**src/rtl/bank_port_arbiter.sv**
```systemverilog
// bank_port_arbiter: shares one single-port BRAM bank between two diffusion
// requesters. Grants are combinational and round-robin under contention.
// Accesses are registered onto the bank port, and read data is routed back
// to the issuing requester with a one-cycle valid pulse.
module bank_port_arbiter #(
  parameter int ADDR_WIDTH = 13,
  parameter int DATA_WIDTH = 32,
  parameter int LOWER_ADDR = 0,
  parameter int UPPER_ADDR = 4,
  parameter int RD_LATENCY = 1
) (
  input  logic                  clk,
  input  logic                  rst_n,
  input  logic                  reqA,
  input  logic                  weA,
  input  logic [ADDR_WIDTH-1:0] addrA,
  input  logic [DATA_WIDTH-1:0] wdataA,
  output logic                  gntA,
  output logic                  rvalidA,
  output logic [DATA_WIDTH-1:0] rdataA,
  input  logic                  reqB,
  input  logic                  weB,
  input  logic [ADDR_WIDTH-1:0] addrB,
  input  logic [DATA_WIDTH-1:0] wdataB,
  output logic                  gntB,
  output logic                  rvalidB,
  output logic [DATA_WIDTH-1:0] rdataB,
  output logic                  mem_en,
  output logic                  mem_we,
  output logic [ADDR_WIDTH-1:0] mem_addr,
  output logic [DATA_WIDTH-1:0] mem_wdata,
  input  logic [DATA_WIDTH-1:0] mem_rdata,
  output logic [15:0]           conflict_cnt
);

  typedef enum logic {LAST_A = 1'b0, LAST_B = 1'b1} lastGnt_t;

  localparam logic [ADDR_WIDTH-1:0] LOWER = ADDR_WIDTH'(LOWER_ADDR);
  localparam logic [ADDR_WIDTH-1:0] SPAN  = ADDR_WIDTH'(UPPER_ADDR - LOWER_ADDR);

  lastGnt_t lastGnt, lastGntNext;

  // Window test folded into one subtraction: the borrow bit flags addr < LOWER,
  // and the low bits are the bank-local address reused by the command register.
  logic [ADDR_WIDTH:0] diffA, diffB;
  logic                inA, inB, contend, issueRead;

  assign diffA     = {1'b0, addrA} - {1'b0, LOWER};
  assign diffB     = {1'b0, addrB} - {1'b0, LOWER};
  assign inA       = rst_n & reqA & ~diffA[ADDR_WIDTH] & (diffA[ADDR_WIDTH-1:0] <= SPAN);
  assign inB       = rst_n & reqB & ~diffB[ADDR_WIDTH] & (diffB[ADDR_WIDTH-1:0] <= SPAN);
  assign contend   = inA & inB;
  assign issueRead = (gntA & ~weA) | (gntB & ~weB);

  // Arbitration: uncontended requester wins; on contention the one not granted last.
  always_comb begin
    gntA        = 1'b0;
    gntB        = 1'b0;
    lastGntNext = lastGnt;
    if (contend) begin
      if (lastGnt == LAST_B) gntA = 1'b1;
      else                   gntB = 1'b1;
    end else begin
      gntA = inA;
      gntB = inB;
    end
    if (gntA)      lastGntNext = LAST_A;
    else if (gntB) lastGntNext = LAST_B;
  end

  // Last-granted register; reset to B so A wins the first contention.
  always_ff @(posedge clk or negedge rst_n) begin
    if (!rst_n) lastGnt <= LAST_B;
    else        lastGnt <= lastGntNext;
  end

  // Saturating contention counter.
  always_ff @(posedge clk or negedge rst_n) begin
    if (!rst_n)                          conflict_cnt <= '0;
    else if (contend && conflict_cnt != '1) conflict_cnt <= conflict_cnt + 16'd1;
  end

  // Command register driving the bank port; address/data hold when idle.
  always_ff @(posedge clk or negedge rst_n) begin
    if (!rst_n) begin
      mem_en    <= 1'b0;
      mem_we    <= 1'b0;
      mem_addr  <= '0;
      mem_wdata <= '0;
    end else begin
      mem_en <= gntA | gntB;
      mem_we <= (gntA & weA) | (gntB & weB);
      if (gntA) begin
        mem_addr  <= diffA[ADDR_WIDTH-1:0];
        mem_wdata <= wdataA;
      end else if (gntB) begin
        mem_addr  <= diffB[ADDR_WIDTH-1:0];
        mem_wdata <= wdataB;
      end
    end
  end

  // Read tracking: stage k holds the read granted k+1 cycles ago, so stage
  // RD_LATENCY lines up with mem_rdata for that read.
  logic [RD_LATENCY:0] pipeValid, pipeOwnerB;

  // Shift {valid, owner} of each granted read toward the return point.
  always_ff @(posedge clk or negedge rst_n) begin
    if (!rst_n) begin
      pipeValid  <= '0;
      pipeOwnerB <= '0;
    end else begin
      pipeValid  <= {pipeValid[RD_LATENCY-1:0], issueRead};
      pipeOwnerB <= {pipeOwnerB[RD_LATENCY-1:0], gntB};
    end
  end

  // Capture returning data for its owner and pulse that owner's valid.
  always_ff @(posedge clk or negedge rst_n) begin
    if (!rst_n) begin
      rvalidA <= 1'b0;
      rvalidB <= 1'b0;
      rdataA  <= '0;
      rdataB  <= '0;
    end else begin
      rvalidA <= 1'b0;
      rvalidB <= 1'b0;
      if (pipeValid[RD_LATENCY]) begin
        if (pipeOwnerB[RD_LATENCY]) begin
          rvalidB <= 1'b1;
          rdataB  <= mem_rdata;
        end else begin
          rvalidA <= 1'b1;
          rdataA  <= mem_rdata;
        end
      end
    end
  end

endmodule

```
**config.mk**
```make
export PLATFORM = sky130hd
export DESIGN_NAME = bank_port_arbiter
export DESIGN_NICKNAME = d
export VERILOG_FILES = /design/src/rtl/bank_port_arbiter.sv
export SDC_FILE = /design/constraint.sdc
export NUM_CORES = 1
export LEC_CHECK = 0
export BUFFER_PORTS_ARGS = -buffer_cell sky130_fd_sc_hd__buf_2
export CORE_MARGIN = 5
export CORE_UTILIZATION = 42
export DETAILED_ROUTE_END_ITERATION = 10
export PLACE_DENSITY = 0.86
export SLEW_MARGIN = 20
export SYNTH_ARGS = -nofsm -noshare
export SYNTH_HDL_FRONTEND = slang
export SYNTH_SLANG_ARGS = --single-unit
```
**constraint.sdc**
```tcl
create_clock -name clk -period 1.6 [get_ports clk]
set_clock_uncertainty 0.05 [all_clocks]
set_input_delay 0.24 -clock clk [delete_from_list [all_inputs] [get_ports clk]]
set_output_delay 0.24 -clock clk [all_outputs]
set_load 0.005 [all_outputs]
```
## Yosys cells after proc, flatten, opt, wreduce, memory -nomap -nowiden

Cells that the tools add are included.
W data, S select, Z words.

| word-level totals | value |
|---|---|
| register bits after elaboration | 134 |

| operators by class | value |
|---|---|
| bitwise operators | 15 |
| reductions and logical operators | 4 |
| equality and inequality tests | 1 |
| $add $sub $neg | 1 |
| multiplexer cells | 14 |
| order comparisons | 2 |

Operator list:

| operator | number |
|---|---|
| $mux W32 | 2 |
| $le A13 B3 Y1 const B | 2 |
| $mux W13 | 2 |
| $add A16 B1 Y16 const B | 1 |
| $ne A16 B16 Y1 const B | 1 |
| $mux W1 | 10 |
| $and A1 B1 Y1 | 9 |
| $reduce_and A2 Y1 | 2 |
| $not A1 Y1 | 3 |
| $or A1 B1 Y1 | 3 |
| $reduce_bool A2 Y1 | 1 |
| $logic_and A1 B1 Y1 | 1 |

## Longest topological paths before layout

| depth | value |
|---|---|
| word-level depth | 6 |
| depth in mapped cells | 7 |
| mapped depth without buffers | 6 |

## Least setup slack after synthesis

OpenSTA, ideal clock, no wires.

| timing | value |
|---|---|
| path type | register -> register |
| start | reg conflict_cnt[0] |
| end | reg conflict_cnt[14] |
| period minus slack after synthesis | 1702 ps |
| cell stages (with the launch flop) | 8 |
| setup slack | -102 ps |
| library setup time | 124 ps |
| arrival | 1528 ps |
| buffers on the path | 1 |
| cell sequence | dfrtp_1 -> ha_1 -> nand3_1 -> nor3_1 -> a211oi_4 -> buf_6 -> nand4_1 -> xnor2_1 |

| on the way | value |
|---|---|
| word-level cells in the longest chain between the ends | 2 |
| elaborated cells between the ends (all ways) | 3 |

RTL lines:

| what | line | text |
|---|---|---|
| start, declared | 33 | `output logic [15:0] conflict_cnt` |
| start signal, assigned | 80 | `else if (contend && conflict_cnt != '1) conflict_cnt <= conflict_cnt + 16'd1;` |
| parallel branches: the longest is 2 deep, another holds $add A16 B1 Y16 | -- |  |

Parallel ways; which one is timed is not known.
A chain may end at the register's enable or synchronous reset.

## Final worst setup path

| timing | value |
|---|---|
| start | reg lastGnt |
| end | out gntB |

| on the way | value |
|---|---|
| word-level cells in the longest chain between the ends | 2 |

RTL lines:

| what | line | text |
|---|---|---|
| start, declared | 41 | `lastGnt_t lastGnt, lastGntNext;` |
| start signal, assigned | 74 | `else lastGnt <= lastGntNext;` |
| $mux W1 | 61 | `if (lastGnt == LAST_B) gntA = 1'b1;` |
| $mux W1 | 60 | `if (contend) begin` |
| end, declared | 25 | `output logic gntB,` |

Every way passes these cells.

==> run summary <==
• 57.3% — Area growth syn-to-layout
• 20.6% — Switching Share
• 57.5% — fraction of final layout cells with drive strength greater than 1
• 567 MHz — highest clock rate
• 881 — final-stage net count
• 0 — Yosys Warn Count
• 0.00166 W — net switching power figure
• buf_2 (253), dfrtp_1 (131), nor2_1 (71), mux2_2 (64), buf_4 (46) — commonest non-fill, non-tap cells in the layout
• yes — unrepaired setup endpoints after global routing
• setup timing — violations in the final reports
• -0.163 ns — final worst slack
• 0.0214 ns — Hold Worst Slack
• output port — Critical Path Sink Type
• 62.6% — proportion of netlist area held by the largest area contributor
• 41.6% — headroom to the max-slew limit
• 860 — # placed instances
• 4993 — vias in the first global route
• 907 — filler instances
• clkbuf_16 — root buffer selected by CTS
• 49.1% — clock network power share
• 259 — Boundary Pins
• 43.9% — sequential fraction of design power
• 1.76 ns — final critical path time including I/O delays and setup
• 0.41 ns — Skew-Pair Late Insertion Delay
• 0.00641 W — internal power consumption
• 966 nW/um2 — Power Density
• 0 — number of pins with negative max-slew slack in the final report
• 134 — total clock sinks
• 13.2 um2 — synthesized area per cell
• 16.2 mm — wirelength, routed
• 122 um — y dimension of the die
• 4652 — number of vias after detailed routing
• 0 — total gr overflow
• 4 — Bufs and invs on worst path
• 7180 um2 — cell area reported after detailed placement
• dfstp_2 — slowest stage cell, crit path
• 6 — worst reg-to-reg path cell count
• 258 — # port buffers
• 110% — fin crit share
• 0.06 ns — clock-pin slew on the worst setup and hold paths
• 8360 um2 — final design area excluding fillers
• 17 — CTS buffer count
• flip-flops — Worst path top cell family by delay
• dfrtp_1 — top flip-flop cell by instance count after synthesis
• conflict_cnt[0] — Reg2Reg Launch Point
• 66.8% — final core area utilization
• dfrtp_1 (63%), mux2_2 (14%), nor2_1 (5.1%) — dominant cells by area after synthesis
• 0 — initial antenna violation count
• 24.4 mm — global-route wire length before repair
• 1.31 ns — required time reported for the critical path endpoint
• 0 — Antenna diodes
• 122 um — die width
• 1940 um2 — multi-input logic area
• 0.00807 W — Power Total
• 3360 um2 — sequential cell area
• reg2out — kind of critical path
• 63.1% — Seq/Total Area, Yosys
• 4 — count of TritonRoute iterations in the first routing pass
• 4.97 — number of vias per cell after detailed routing
• gntB — endpoint of the most critical setup path
• 936 — Finished Layout Cells
• buf_2 — commonest non-fill, non-tap cell in the layout
• 17.3 um — routed len/inst
• 0 — number of hold-slack violations in the final timing report
• 404 — number of instances in the synthesized netlist
• finished, violations left — run status
• 71 — maximum number of pins on one net before global-route repair
• dfrtp_1 — cell accounting for the most synthesized area
• done — TritonCTS clock tree
• 0 — ANT nets after route
• 283 — Detailed Route Iter0 Violations
• 0.58 ns — maximum single-stage delay on the critical path
• 21.4% — Total Routing Usage GR
• 0 — count of flip-flops with a built-in enable after synthesis
• 100% — Async SR Flop Fraction
• 0 — post-route DRC violation count
• 5 — logic depth of the worst path, buffers included
• 0 — max-capacitance violation count
• 4 — worst-path maximum fanout
• 42.5% — effective utilization at floorplan
• conflict_cnt[1] — capturing point of the worst reg2reg path
• 134 — number of storage elements in the synthesis netlist
• in2async — path type of the worst min-delay path
• 4 — htree depth
• 2 — Bufs on Longest Clock Path
• inv_2 -> o21bai_4 -> buf_12 -> inv_8 -> buf_6 — crit path cell chain
• 34 — Netlist cell types
• register — kind of start point of the critical path
• 0.819 — final weighted congestion in routability-driven placement
• 5320 um2 — cell area after synthesis
• lastGnt — critical path launch point
• 7.0% — Comb power frac
• 12500 um2 — Core Area
• -0.05 ns — r2r setup slk
• 10.9 mm — final HPWL from detailed placement
• 0.876 ns — transition at the pin with the smallest max-transition slack
• 1.47 ns — Data arrival, critical path
• 4.42 nW — static leakage
• 15000 um2 — Die Footprint
• 533 — Synthesized Nets
• 41 — num rows
• 0.000551 V — largest voltage drop on the vdd net
• 27 — # setup viols final
metrics by stage:
stage	worst slack, ns	setup TNS, ns
6_report	-0.163	-0.616
5_1_grt	-0.224	-3.21
4_1_cts	-0.195	-0.200
3_5_place_dp	-0.320	-10.79
3_3_place_gp	-0.262	-6.40
2_1_floorplan	-0.0517	-0.217
worst register-to-register path, cell delays in order, from the launching register on:
cell and delay (ns):
dfrtp_1 0.42, ha_4 0.19, nand3_4 0.07, nor3_4 0.05, a211oi_4 0.27, buf_6 0.18, mux2_4 0.31
worst min path at each step:
stage / start / to / slack [ns] / cells past startpoint
2_1_floorplan: rst_n / conflict_cnt[0] / -0.11 / 0
3_3_place_gp: rst_n / conflict_cnt[9] / 0.20 / 2
3_5_place_dp: rst_n / conflict_cnt[9] / 0.21 / 2
4_1_cts: mem_rdata[13] / rdataB[13] / 0.0005 / 2
5_1_grt: mem_rdata[5] / rdataA[5] / 0.003 / 2
6_report: rst_n / mem_addr[12] / 0.02 / 3
cells by family (layout without fill, tap and decap cells):
logic type,count (synthesis),after routing,synth area share [%]
AOI/OAI and AO/OA,43,43,5.77
muxes,66,66,14.0
buffers and inverters,24,384,2.19
DFF,134,134,63.1
xor gates and xnor gates,14,14,2.31
and+or+nand+nor,122,122,12.4
adders and majority gates,1,1,0.235
final cells by class:
class / count / area share, %
flip-flops and latches: 134 / 40.2
repair buffers: 348 / 26.5
multi-input cells: 246 / 23.2
clock buffers: 23 / 5.84
well taps: 172 / 2.57
clock inverters: 8 / 1.45
inverters: 5 / 0.314
timing repair:
item	in CTS	in global routing
endpoints found under the setup margin	9	40
hold buffers	30	0
buffers inserted	9	4
gates resized for setup	15	12
endpoints found under the hold margin	46	0
gates cloned	0	2
pin swaps	9	32
routing by layer:
metal	part of all wire (%)	routed length, um	vias to the layer above	GRT usage [%]
met5	0	0	-	0
met4	4.0	646	0	12.2
met3	8.0	1290	53	7.56
met2	51	8270	250	36.0
met1	37	6030	2224	23.5
li1	-	-	2125	-
power by group through the flow:
stage,Sequential [W],Combinational (W),Clock [W]
floorplan,0.00361,0.000104,0
global route,0.00355,0.000619,0.00421
CTS,0.00354,0.000566,0.00406
detailed placement,0.00360,0.000502,0
global placement,0.00360,0.000489,0
finish,0.00354,0.000562,0.00397
cell usage after synthesis (all sizes together) (2+ instances only):
library cell	instances
o21bai	2
o22ai	36
dfrtp	133
buf	13
nand3	8
inv	5
nor3	2
and3	12
xnor2	13
and4	2
nor2	72
nand2	8
o21ai	3
nor4	2
nor4b	5
nand4	9
clkbuf	6
mux2	66
flip-flops by register name, summed over array words and instances (netlist names):
| name | count |
|---|---|
| mem_addr | 13 |
| mem_en | 1 |
| rdataA | 32 |
| mem_we | 1 |
| mem_wdata | 32 |
| conflict_cnt | 16 |
| rvalidA | 1 |
| pipeValid | 2 |
| rvalidB | 1 |
| lastGnt | 1 |
| rdataB | 32 |
| pipeOwnerB | 2 |
Note: power is estimated with default switching activity, not from simulation.
